<file path="src/rtl/mips_pkg.sv">
// Shared fetch-stage types: FSM state encoding, IF/ID payload and control commands.
package mips_pkg;

    localparam int unsigned INSTR_W = 32;
    localparam int unsigned ADDR_W  = 32;

    localparam logic [INSTR_W-1:0] NOP_WORD = 32'h0000_0000;

    typedef enum logic [1:0] {
        BOOT = 2'd0,
        RUN  = 2'd1,
        HOLD = 2'd2,
        DONE = 2'd3
    } fetch_state_e;

    typedef enum logic [1:0] {
        IFID_HOLD    = 2'd0,
        IFID_CAPTURE = 2'd1,
        IFID_CLEAR   = 2'd2
    } ifid_cmd_e;

    typedef struct packed {
        logic [INSTR_W-1:0] instr;
        logic [ADDR_W-1:0]  pc4;
    } if_id_t;

    // A word fetch is legal only when its first byte lies below the limit.
    function automatic logic addr_in_range(input logic [ADDR_W-1:0] addr,
                                           input logic [ADDR_W-1:0] limit);
        return addr < limit;
    endfunction

endpackage

</file>
<file path="src/rtl/if_id_reg.sv">
// IF/ID pipeline register: captures, clears to a NOP bubble, or holds on command.
module if_id_reg
    import mips_pkg::*;
(
    input  logic      clk,
    input  logic      rst_n,
    input  ifid_cmd_e cmd,
    input  if_id_t    data_in,
    output if_id_t    data_out,
    output logic      valid
);

    if_id_t data_q, data_d;
    logic   valid_q, valid_d;

    always_comb begin
        data_d  = data_q;
        valid_d = valid_q;
        case (cmd)
            IFID_CAPTURE: begin
                data_d  = data_in;
                valid_d = 1'b1;
            end
            IFID_CLEAR: begin
                data_d  = '{instr: NOP_WORD, pc4: 32'h0000_0000};
                valid_d = 1'b0;
            end
            default: ;
        endcase
    end

    always_ff @(posedge clk or negedge rst_n) begin
        if (!rst_n) begin
            data_q  <= '{instr: NOP_WORD, pc4: 32'h0000_0000};
            valid_q <= 1'b0;
        end else begin
            data_q  <= data_d;
            valid_q <= valid_d;
        end
    end

    assign data_out = data_q;
    assign valid    = valid_q;

endmodule

</file>
<file path="src/rtl/fetch_ctrl.sv">
// Instruction-fetch controller: pc sequencing, redirect/stall handling, end-of-memory halt.
// Optional perf counters (fetch_cnt, stall_cnt) are built when FETCH_PERF_CNT_EN is defined.
module fetch_ctrl
    import mips_pkg::*;
#(
    parameter logic [31:0] RESET_PC   = 32'h0000_0000,
    parameter int unsigned IMEM_BYTES = 24
) (
    input  logic        clk,
    input  logic        rst,
    input  logic        stall,
    input  logic        br_taken,
    input  logic [31:0] br_target,
    input  logic [31:0] imem_in,
    output logic [31:0] pc,
    output logic        EnIW,
    output logic [31:0] if_id_instr,
    output logic [31:0] if_id_pc4,
    output logic        if_id_valid,
    output logic        halted
`ifdef FETCH_PERF_CNT_EN
    ,
    output logic [31:0] fetch_cnt,
    output logic [31:0] stall_cnt
`endif
);

    localparam logic [ADDR_W-1:0] PC_LIMIT = ADDR_W'(IMEM_BYTES - 3);

    fetch_state_e      state_q, state_d;
    logic [ADDR_W-1:0] pc_q, pc_d;
    logic              en_iw_q, en_iw_d;
    logic              halted_q, halted_d;
    ifid_cmd_e         ifid_cmd;
    logic [ADDR_W-1:0] pc_plus4;
    logic [ADDR_W-1:0] tgt_aligned;
    if_id_t            ifid_in, ifid_out;

    assign pc_plus4    = pc_q + 32'd4;
    assign tgt_aligned = br_target & 32'hFFFF_FFFC;

    // Next state, next pc and IF/ID command; redirect beats stall beats sequential fetch.
    always_comb begin
        state_d  = state_q;
        pc_d     = pc_q;
        ifid_cmd = IFID_HOLD;
        case (state_q)
            BOOT: state_d = RUN;
            RUN, HOLD: begin
                if (br_taken) begin
                    pc_d     = tgt_aligned;
                    ifid_cmd = IFID_CLEAR;
                    state_d  = RUN;
                end else if (stall) begin
                    state_d = HOLD;
                end else if (!addr_in_range(pc_plus4, PC_LIMIT)) begin
                    ifid_cmd = IFID_CLEAR;
                    state_d  = DONE;
                end else begin
                    pc_d     = pc_plus4;
                    ifid_cmd = IFID_CAPTURE;
                    state_d  = RUN;
                end
            end
            DONE: begin
                if (br_taken && addr_in_range(tgt_aligned, PC_LIMIT)) begin
                    pc_d     = tgt_aligned;
                    ifid_cmd = IFID_CLEAR;
                    state_d  = RUN;
                end
            end
            default: state_d = BOOT;
        endcase
        en_iw_d  = (state_d == RUN) || (state_d == HOLD);
        halted_d = (state_d == DONE);
    end

    always_ff @(posedge clk or negedge rst) begin
        if (!rst) begin
            state_q  <= BOOT;
            pc_q     <= RESET_PC;
            en_iw_q  <= 1'b0;
            halted_q <= 1'b0;
        end else begin
            state_q  <= state_d;
            pc_q     <= pc_d;
            en_iw_q  <= en_iw_d;
            halted_q <= halted_d;
        end
    end

    assign ifid_in = '{instr: imem_in, pc4: pc_plus4};

    if_id_reg u_if_id_reg (
        .clk     (clk),
        .rst_n   (rst),
        .cmd     (ifid_cmd),
        .data_in (ifid_in),
        .data_out(ifid_out),
        .valid   (if_id_valid)
    );

    assign pc          = pc_q;
    assign EnIW        = en_iw_q;
    assign halted      = halted_q;
    assign if_id_instr = ifid_out.instr;
    assign if_id_pc4   = ifid_out.pc4;

`ifdef FETCH_PERF_CNT_EN
    logic [31:0] fetch_cnt_q, fetch_cnt_d;
    logic [31:0] stall_cnt_q, stall_cnt_d;

    // Saturating counters of capture edges and cycles spent in HOLD; redirects leave them alone.
    always_comb begin
        fetch_cnt_d = fetch_cnt_q;
        stall_cnt_d = stall_cnt_q;
        if (ifid_cmd == IFID_CAPTURE && fetch_cnt_q != 32'hFFFF_FFFF) begin
            fetch_cnt_d = fetch_cnt_q + 32'd1;
        end
        if (state_q == HOLD && stall_cnt_q != 32'hFFFF_FFFF) begin
            stall_cnt_d = stall_cnt_q + 32'd1;
        end
    end

    always_ff @(posedge clk or negedge rst) begin
        if (!rst) begin
            fetch_cnt_q <= 32'd0;
            stall_cnt_q <= 32'd0;
        end else begin
            fetch_cnt_q <= fetch_cnt_d;
            stall_cnt_q <= stall_cnt_d;
        end
    end

    assign fetch_cnt = fetch_cnt_q;
    assign stall_cnt = stall_cnt_q;
`endif

endmodule
</file>
<file path="config.mk">
export PLATFORM = sky130hd
export DESIGN_NAME = fetch_ctrl
export DESIGN_NICKNAME = d
export VERILOG_FILES = /design/src/rtl/mips_pkg.sv /design/src/rtl/if_id_reg.sv /design/src/rtl/fetch_ctrl.sv
export SDC_FILE = /design/constraint.sdc
export NUM_CORES = 1
export LEC_CHECK = 0
export ABC_AREA = 1
export CAP_MARGIN = 20
export CORE_MARGIN = 2
export CORE_UTILIZATION = 47
export CTS_CLUSTER_DIAMETER = 60
export DETAILED_ROUTE_END_ITERATION = 10
export GPL_ROUTABILITY_DRIVEN = 0
export PLACE_DENSITY = 0.9
export SYNTH_ARGS = -nofsm -noshare
export SYNTH_HDL_FRONTEND = slang
export SYNTH_SLANG_ARGS = --single-unit
</file>
<file path="constraint.sdc">
create_clock -name clk -period 4.3 [get_ports clk]
set_clock_uncertainty 0.2 [all_clocks]
set_input_delay 0.645 -clock clk [delete_from_list [all_inputs] [get_ports clk]]
set_output_delay 0.645 -clock clk [all_outputs]
set_load 0.02 [all_outputs]
</file>
Word level (Yosys, flattened, before mapping)
Index checks and enable logic that the tools add are counted.
- input port bits: 68
- flip-flop bits (word level): 101
- add/subtract/negate cells: 1
- reduce and logical (&&, ||, !) cells: 7
- $lt $le $gt $ge: 2
- equal/unequal tests: 11
- multiplexer cells: 17
- operators by type and width (operator ; number):
    $mux W32 ; 4
    $pmux W64 S2 ; 1
    $lt A32 B5 Y1 const B ; 2
    $pmux W32 S2 ; 1
    $add A32 B3 Y32 const B ; 1
    $mux W2 ; 8
    $eq A2 B2 Y1 const B ; 5
    $eq A2 B1 Y1 const B ; 3
    $ne A3 B3 Y1 const B ; 2
    $pmux W2 S3 ; 1
    $pmux W2 S2 ; 1
    $reduce_and A4 Y1 ; 1
    $reduce_bool A2 Y1 ; 2
    $logic_not A2 Y1 ; 1
    $ne A2 B2 Y1 const B ; 1
    $pmux W1 S2 ; 1
    $reduce_or A2 Y1 ; 1
    $logic_and A1 B1 Y1 ; 1
    $logic_or A1 B1 Y1 ; 1

Logic depth before layout (Yosys ltp)
- word-level depth: 8
- mapped depth: 19
- gate-level depth less buffers: 17

By module
Synthesis repeated with hierarchy kept, for this count alone.
- cells, all modules: 782
- area total of the unflattened synthesis: 5599.1 µm²
- modules (own cells, without submodules) (module ; area an instance (µm²) ; cells an instance ; seq. area each (µm²) ; times used):
    fetch_ctrl ; 3005.4 ; 499 ; 850.8 ; 1
    if_id_reg ; 2593.7 ; 283 ; 1626.6 ; 1

Worst setup path after synthesis
No wires, ideal clock.
- path type: flip-flop to flip-flop
- from: register pc_q[2], in the netlist pc[2]
- to: register u_if_id_reg.data_q (netlist bit u_if_id_reg.data_out[10])
- slack: 0.958 ns
- setup time: 0.083 ns
- arrival time: 3.060 ns
- cell stages (with the launch flop): 19
- required time: 4.017 ns
- path through: dfrtp_1 > ha_1 > nand2_1 > nor2_4 > nand2_2 > nor2_4 > nand2_1 > nand2_1 > nand2_1 > nor2_1 > nand3_1 > nor2_1 > nand3_2 > nand3b_1 > ha_1 > or2_2 > clkbuf_1 > clkbuf_1 > o21ai_0
- word-level cells in the longest chain between the ends: 8
- RTL lines (element ; RTL line ; text):
    start: declaration ; fetch_ctrl.sv:31 ; logic [ADDR_W-1:0] pc_q, pc_d;
    start signal: assignment ; fetch_ctrl.sv:86 ; pc_q <= pc_d;
    $add A32 B3 Y32 * ; fetch_ctrl.sv:39 ; assign pc_plus4 = pc_q + 32'd4;
    $lt A32 B5 Y1 ; mips_pkg.sv:30 ; return addr < limit;
    $mux W2 ; fetch_ctrl.sv:56 ; end else if (!addr_in_range(pc_plus4, PC_LIMIT)) begin
    $mux W2 ; fetch_ctrl.sv:54 ; end else if (stall) begin
    $mux W2 ; fetch_ctrl.sv:50 ; if (br_taken) begin
    $pmux W2 S2 ; fetch_ctrl.sv:47 ; case (state_q)
    $eq A2 B2 Y1 / $eq A2 B1 Y1 (equally long branches) ; if_id_reg.sv:19 ; case (cmd)
    $pmux W64 S2 / $reduce_bool A2 Y1 (equally long branches) ; - ;
    end signal: assignment ; if_id_reg.sv:34 ; data_q <= '{instr: NOP_WORD, pc4: 32'h0000_0000};
    end signal: assignment ; if_id_reg.sv:37 ; data_q <= data_d;
    end: declaration ; if_id_reg.sv:13 ; if_id_t data_q, data_d;
Mark *: on every way between the ends. The rest lies on a longest branch, timed or not.
A chain may end at the register's enable or synchronous reset.

Final worst setup path
- from: register pc_q[2], in the netlist pc[2]
- to: register u_if_id_reg.data_q (netlist bit u_if_id_reg.data_out[5])
The elaborated chain is that of the path after synthesis.

==> impl_metrics.sql <==
INSERT INTO impl_metrics (metric_group, metric, value, unit) VALUES
('route', 'drt.antenna.violating_nets', '0', ''),
('critical_path', 'critPathMaxStageDelay', '0.51', 'ns'),
('synthesis', 'synth_seq_cells', '98', ''),
('synthesis', 'yosysWarnings', '0', ''),
('critical_path', 'worstPathMaxFanout', '22', ''),
('layout', 'mostFrequentLayoutCells', 'sky130_fd_sc_hd__nand2_1, sky130_fd_sc_hd__clkdlybuf4s50_1, sky130_fd_sc_hd__dfrtp_1', ''),
('global_route', 'vias_in_the_first_global_route', '5003', ''),
('global_route', 'grt_max_degree', '73', ''),
('placement', 'detailedPlace.worstSlack', '0.361', 'ns'),
('synthesis', 'synth_cells', '734', ''),
('placement', 'placement.cell_area', '7010', 'um2'),
('route', 'drt_drc_violations_left', '0', ''),
('clocking', 'postCtsSetupRepairBufs', '0', ''),
('die', 'chipWidth', '110', 'um'),
('layout', 'antenna_cells_inserted', '0', ''),
('route', 'wl_per_cell', '14.0', 'um'),
('die', 'initial_core_utilization', '48.5', '%'),
('timing', 'final.setup.worst_slack', '0.369', 'ns'),
('critical_path', 'data_required_time_of_the_worst_path', '4.38', 'ns'),
('timing', 'slew-limit-headroom', '39.4', '%'),
('route', 'vias', '5277', ''),
('clocking', 'cts_tree', 'built', ''),
('clocking', 'htree_levels', '3', ''),
('die', 'core_area', '10900', 'um2'),
('critical_path', 'critPathLaunchType', 'register', ''),
('critical_path', 'timing.critical_path.cells', 'ha_1 -> nand2_1 -> nor2_4 -> nand3_1 -> nor2_1 -> nand2_1 -> nand2_1 -> nand2_1 -> nor2_1 -> nand2_1 -> nor2_2 -> nand3_2 -> nand3b_1 -> ha_2 -> or2_2 -> buf_12 -> o21ai_0', ''),
('route', 'firstDrtPassIters', '5', ''),
('critical_path', 'cp.arrival', '4.01', 'ns'),
('status', 'outcome', 'finished, final reports clean', ''),
('clocking', 'cts_inserted_buffers', '9', ''),
('clocking', 'holdBufCountCts', '0', ''),
('critical_path', 'r2r-start', 'pc[2]', ''),
('clocking', 'cts_repair_resize_count', '0', ''),
('layout', 'layout.cells.most_common', 'sky130_fd_sc_hd__nand2_1', ''),
('die', 'placement_rows', '38', ''),
('synthesis', 'synth_unique_cells', '27', ''),
('layout', 'growth_of_design_area_from_synthesis_to_finish', '36.6', '%'),
('timing', 'timing.final.setup_violations', '0', ''),
('die', 'dieHeight', '110', 'um'),
('timing', 'finalHoldViolations', '0', ''),
('critical_path', 'criticalPathCategory', 'reg -> reg', ''),
('pwr', 'power_report.internal_total', '0.00275', 'W'),
('route', 'detail_route.wirelength', '14400', 'um'),
('pwr', 'power.ir.vdd_worst', '0.463', 'mV'),
('layout', 'final-instance-count-excl-fill', '1030', ''),
('timing', 'tightestPinTransition', '0.909', 'ns'),
('timing', 'post-route-period-util', '91.4', '%'),
('pwr', 'power.density', '717', 'nW/um2'),
('pwr', 'seq_power_share', '32.0', '%'),
('pwr', 'power_switching', '0.00242', 'W'),
('global_route', 'antenna_found_initial', '0', ''),
('timing', 'worst_hold_slack', '0.194', 'ns'),
('placement', 'place.port_buffers', '162', ''),
('pwr', 'clock_power_share', '11.8', '%'),
('critical_path', 'cp-end-kind', 'register', ''),
('timing', 'final_period_minus_worst_setup_slack', '3.93', 'ns'),
('layout', 'final_layout_size_suffix_gt1_share', '4.38', '%'),
('global_route', 'grt_usage', '25.1', '%'),
('global_route', 'grt_first_pass_wirelength', '23700', 'um'),
('clocking', 'root_buffer', 'sky130_fd_sc_hd__clkbuf_8', ''),
('pwr', 'power.static_leakage', '3.42', 'nW'),
('clocking', 'clk_path_buf_depth', '2', ''),
('die', 'die_area', '12100', 'um2'),
('timing', 'clock.fmax', '0.254', 'GHz'),
('critical_path', 'cp_slowest_cell', 'sky130_fd_sc_hd__dfrtp_1', ''),
('layout', 'num-nets-final', '960', ''),
('timing', 'fin_setup_tns', '0', 'ns'),
('layout', 'postLayoutCellArea', '7210', 'um2'),
('timing', 'unrepaired_setup_endpoints_after_global_routing', 'no', ''),
('placement', 'placedCellCount', '1014', ''),
('synthesis', 'syn-mean-instance-area', '7.19', 'um2');
[cell families after synthesis]
| logic type | count (synthesis) | synth area share, % |
|---|---|---|
| compound gates | 100 | 9.53 |
| flops | 98 | 46.4 |
| simple gates | 402 | 32.1 |
| xor+xnor | 4 | 0.664 |
| buf+inv | 122 | 9.53 |
| fa+ha+maj | 7 | 1.66 |
| other cells | 1 | 0.0710 |
[Yosys cell counts]
master,number,area share [%]
sky130_fd_sc_hd__nand3_1,53,5.0
sky130_fd_sc_hd__ha_1,7,1.7
sky130_fd_sc_hd__xnor2_1,1,0.17
sky130_fd_sc_hd__inv_1,88,6.3
sky130_fd_sc_hd__dfrtp_1,98,46
sky130_fd_sc_hd__nand3_2,1,0.19
sky130_fd_sc_hd__nor2_1,48,3.4
sky130_fd_sc_hd__inv_2,1,0.071
sky130_fd_sc_hd__a21oi_1,3,0.28
sky130_fd_sc_hd__nand3b_1,9,1.3
sky130_fd_sc_hd__buf_4,6,0.85
sky130_fd_sc_hd__clkbuf_1,23,1.6
sky130_fd_sc_hd__or2_2,1,0.12
sky130_fd_sc_hd__nand4_1,8,0.95
sky130_fd_sc_hd__nor2_2,2,0.24
sky130_fd_sc_hd__o21ai_1,1,0.095
sky130_fd_sc_hd__buf_6,3,0.64
sky130_fd_sc_hd__nor2_4,3,0.64
sky130_fd_sc_hd__nand2_1,262,19
sky130_fd_sc_hd__o21bai_1,1,0.14
sky130_fd_sc_hd__xor2_1,3,0.50
sky130_fd_sc_hd__nand2_2,3,0.36
sky130_fd_sc_hd__conb_1,1,0.071
sky130_fd_sc_hd__nor4_1,6,0.71
sky130_fd_sc_hd__clkinv_1,1,0.071
sky130_fd_sc_hd__nor3_1,6,0.57
sky130_fd_sc_hd__o21ai_0,95,9.0
[final cells by class]
cell class | instances | area (um2)
multi-input combinational | 515 | 2330
clock inverter | 7 | 75.1
timing repair buffer | 171 | 1710
inverter | 90 | 338
sequential | 98 | 2450
fill | 915 | 3680
clock buffer | 9 | 124
tap | 140 | 175
[power by group through the flow]
stage	Combinational, W	Sequential [W]	Clock, W
after global routing	0.00321	0.00171	0.000670
final	0.00290	0.00165	0.000611
after global placement	0.00283	0.00164	0
after detailed placement	0.00291	0.00166	0
after floorplan	0.00129	0.00203	0
after CTS	0.00292	0.00165	0.000624
[worst max-delay path: cells and delay by family (launching register included)]
| family | cells | cell delay [ns] |
|---|---|---|
| adder cells (fa/ha/maj) | 2 | 0.55 |
| buffers and inverters | 1 | 0.23 |
| AND/OR/NAND/NOR | 13 | 2.16 |
| flip-flops | 1 | 0.51 |
| AO/OA/AOI/OAI | 1 | 0.19 |
[final timing paths]
kind | cells after the start | slack, ns | end
max | 17 | 0.37 | u_if_id_reg.data_out[5]
min reg2reg | 2 | 0.29 | u_if_id_reg.data_out[31]
max reg2reg | 17 | 0.37 | u_if_id_reg.data_out[5]
max in group asynchronous | 2 | 2.83 | u_if_id_reg.data_out[28]
min in group clk | 2 | 0.29 | u_if_id_reg.data_out[31]
min | 1 | 0.19 | u_if_id_reg.data_out[63]
[metal layers]
layer	track usage [%]	wire length, um	share of wire, %	vias up
met2	40.3	6660	46	238
met5	0	0	0	-
met1	33.5	6040	42	2407
met4	8.86	363	2.5	0
met3	5.35	1300	9.1	33
li1	-	-	-	2599
[registers in the layout (all words and copies together) (netlist names)]
| register | count |
|---|---|
| u_if_id_reg.data_out | 63 |
| pc | 30 |
| state_q | 2 |
| EnIW | 1 |
| halted | 1 |
| u_if_id_reg.valid | 1 |
[through the flow]
step                utilization (%)  power, W
finish                         66.2   0.00517
global route                   66.2   0.00559
global placement               64.4   0.00447
floorplan                         -   0.00332
detailed placement             64.4   0.00456
CTS                            66.2   0.00520
Power figures use the tool's default switching activity.
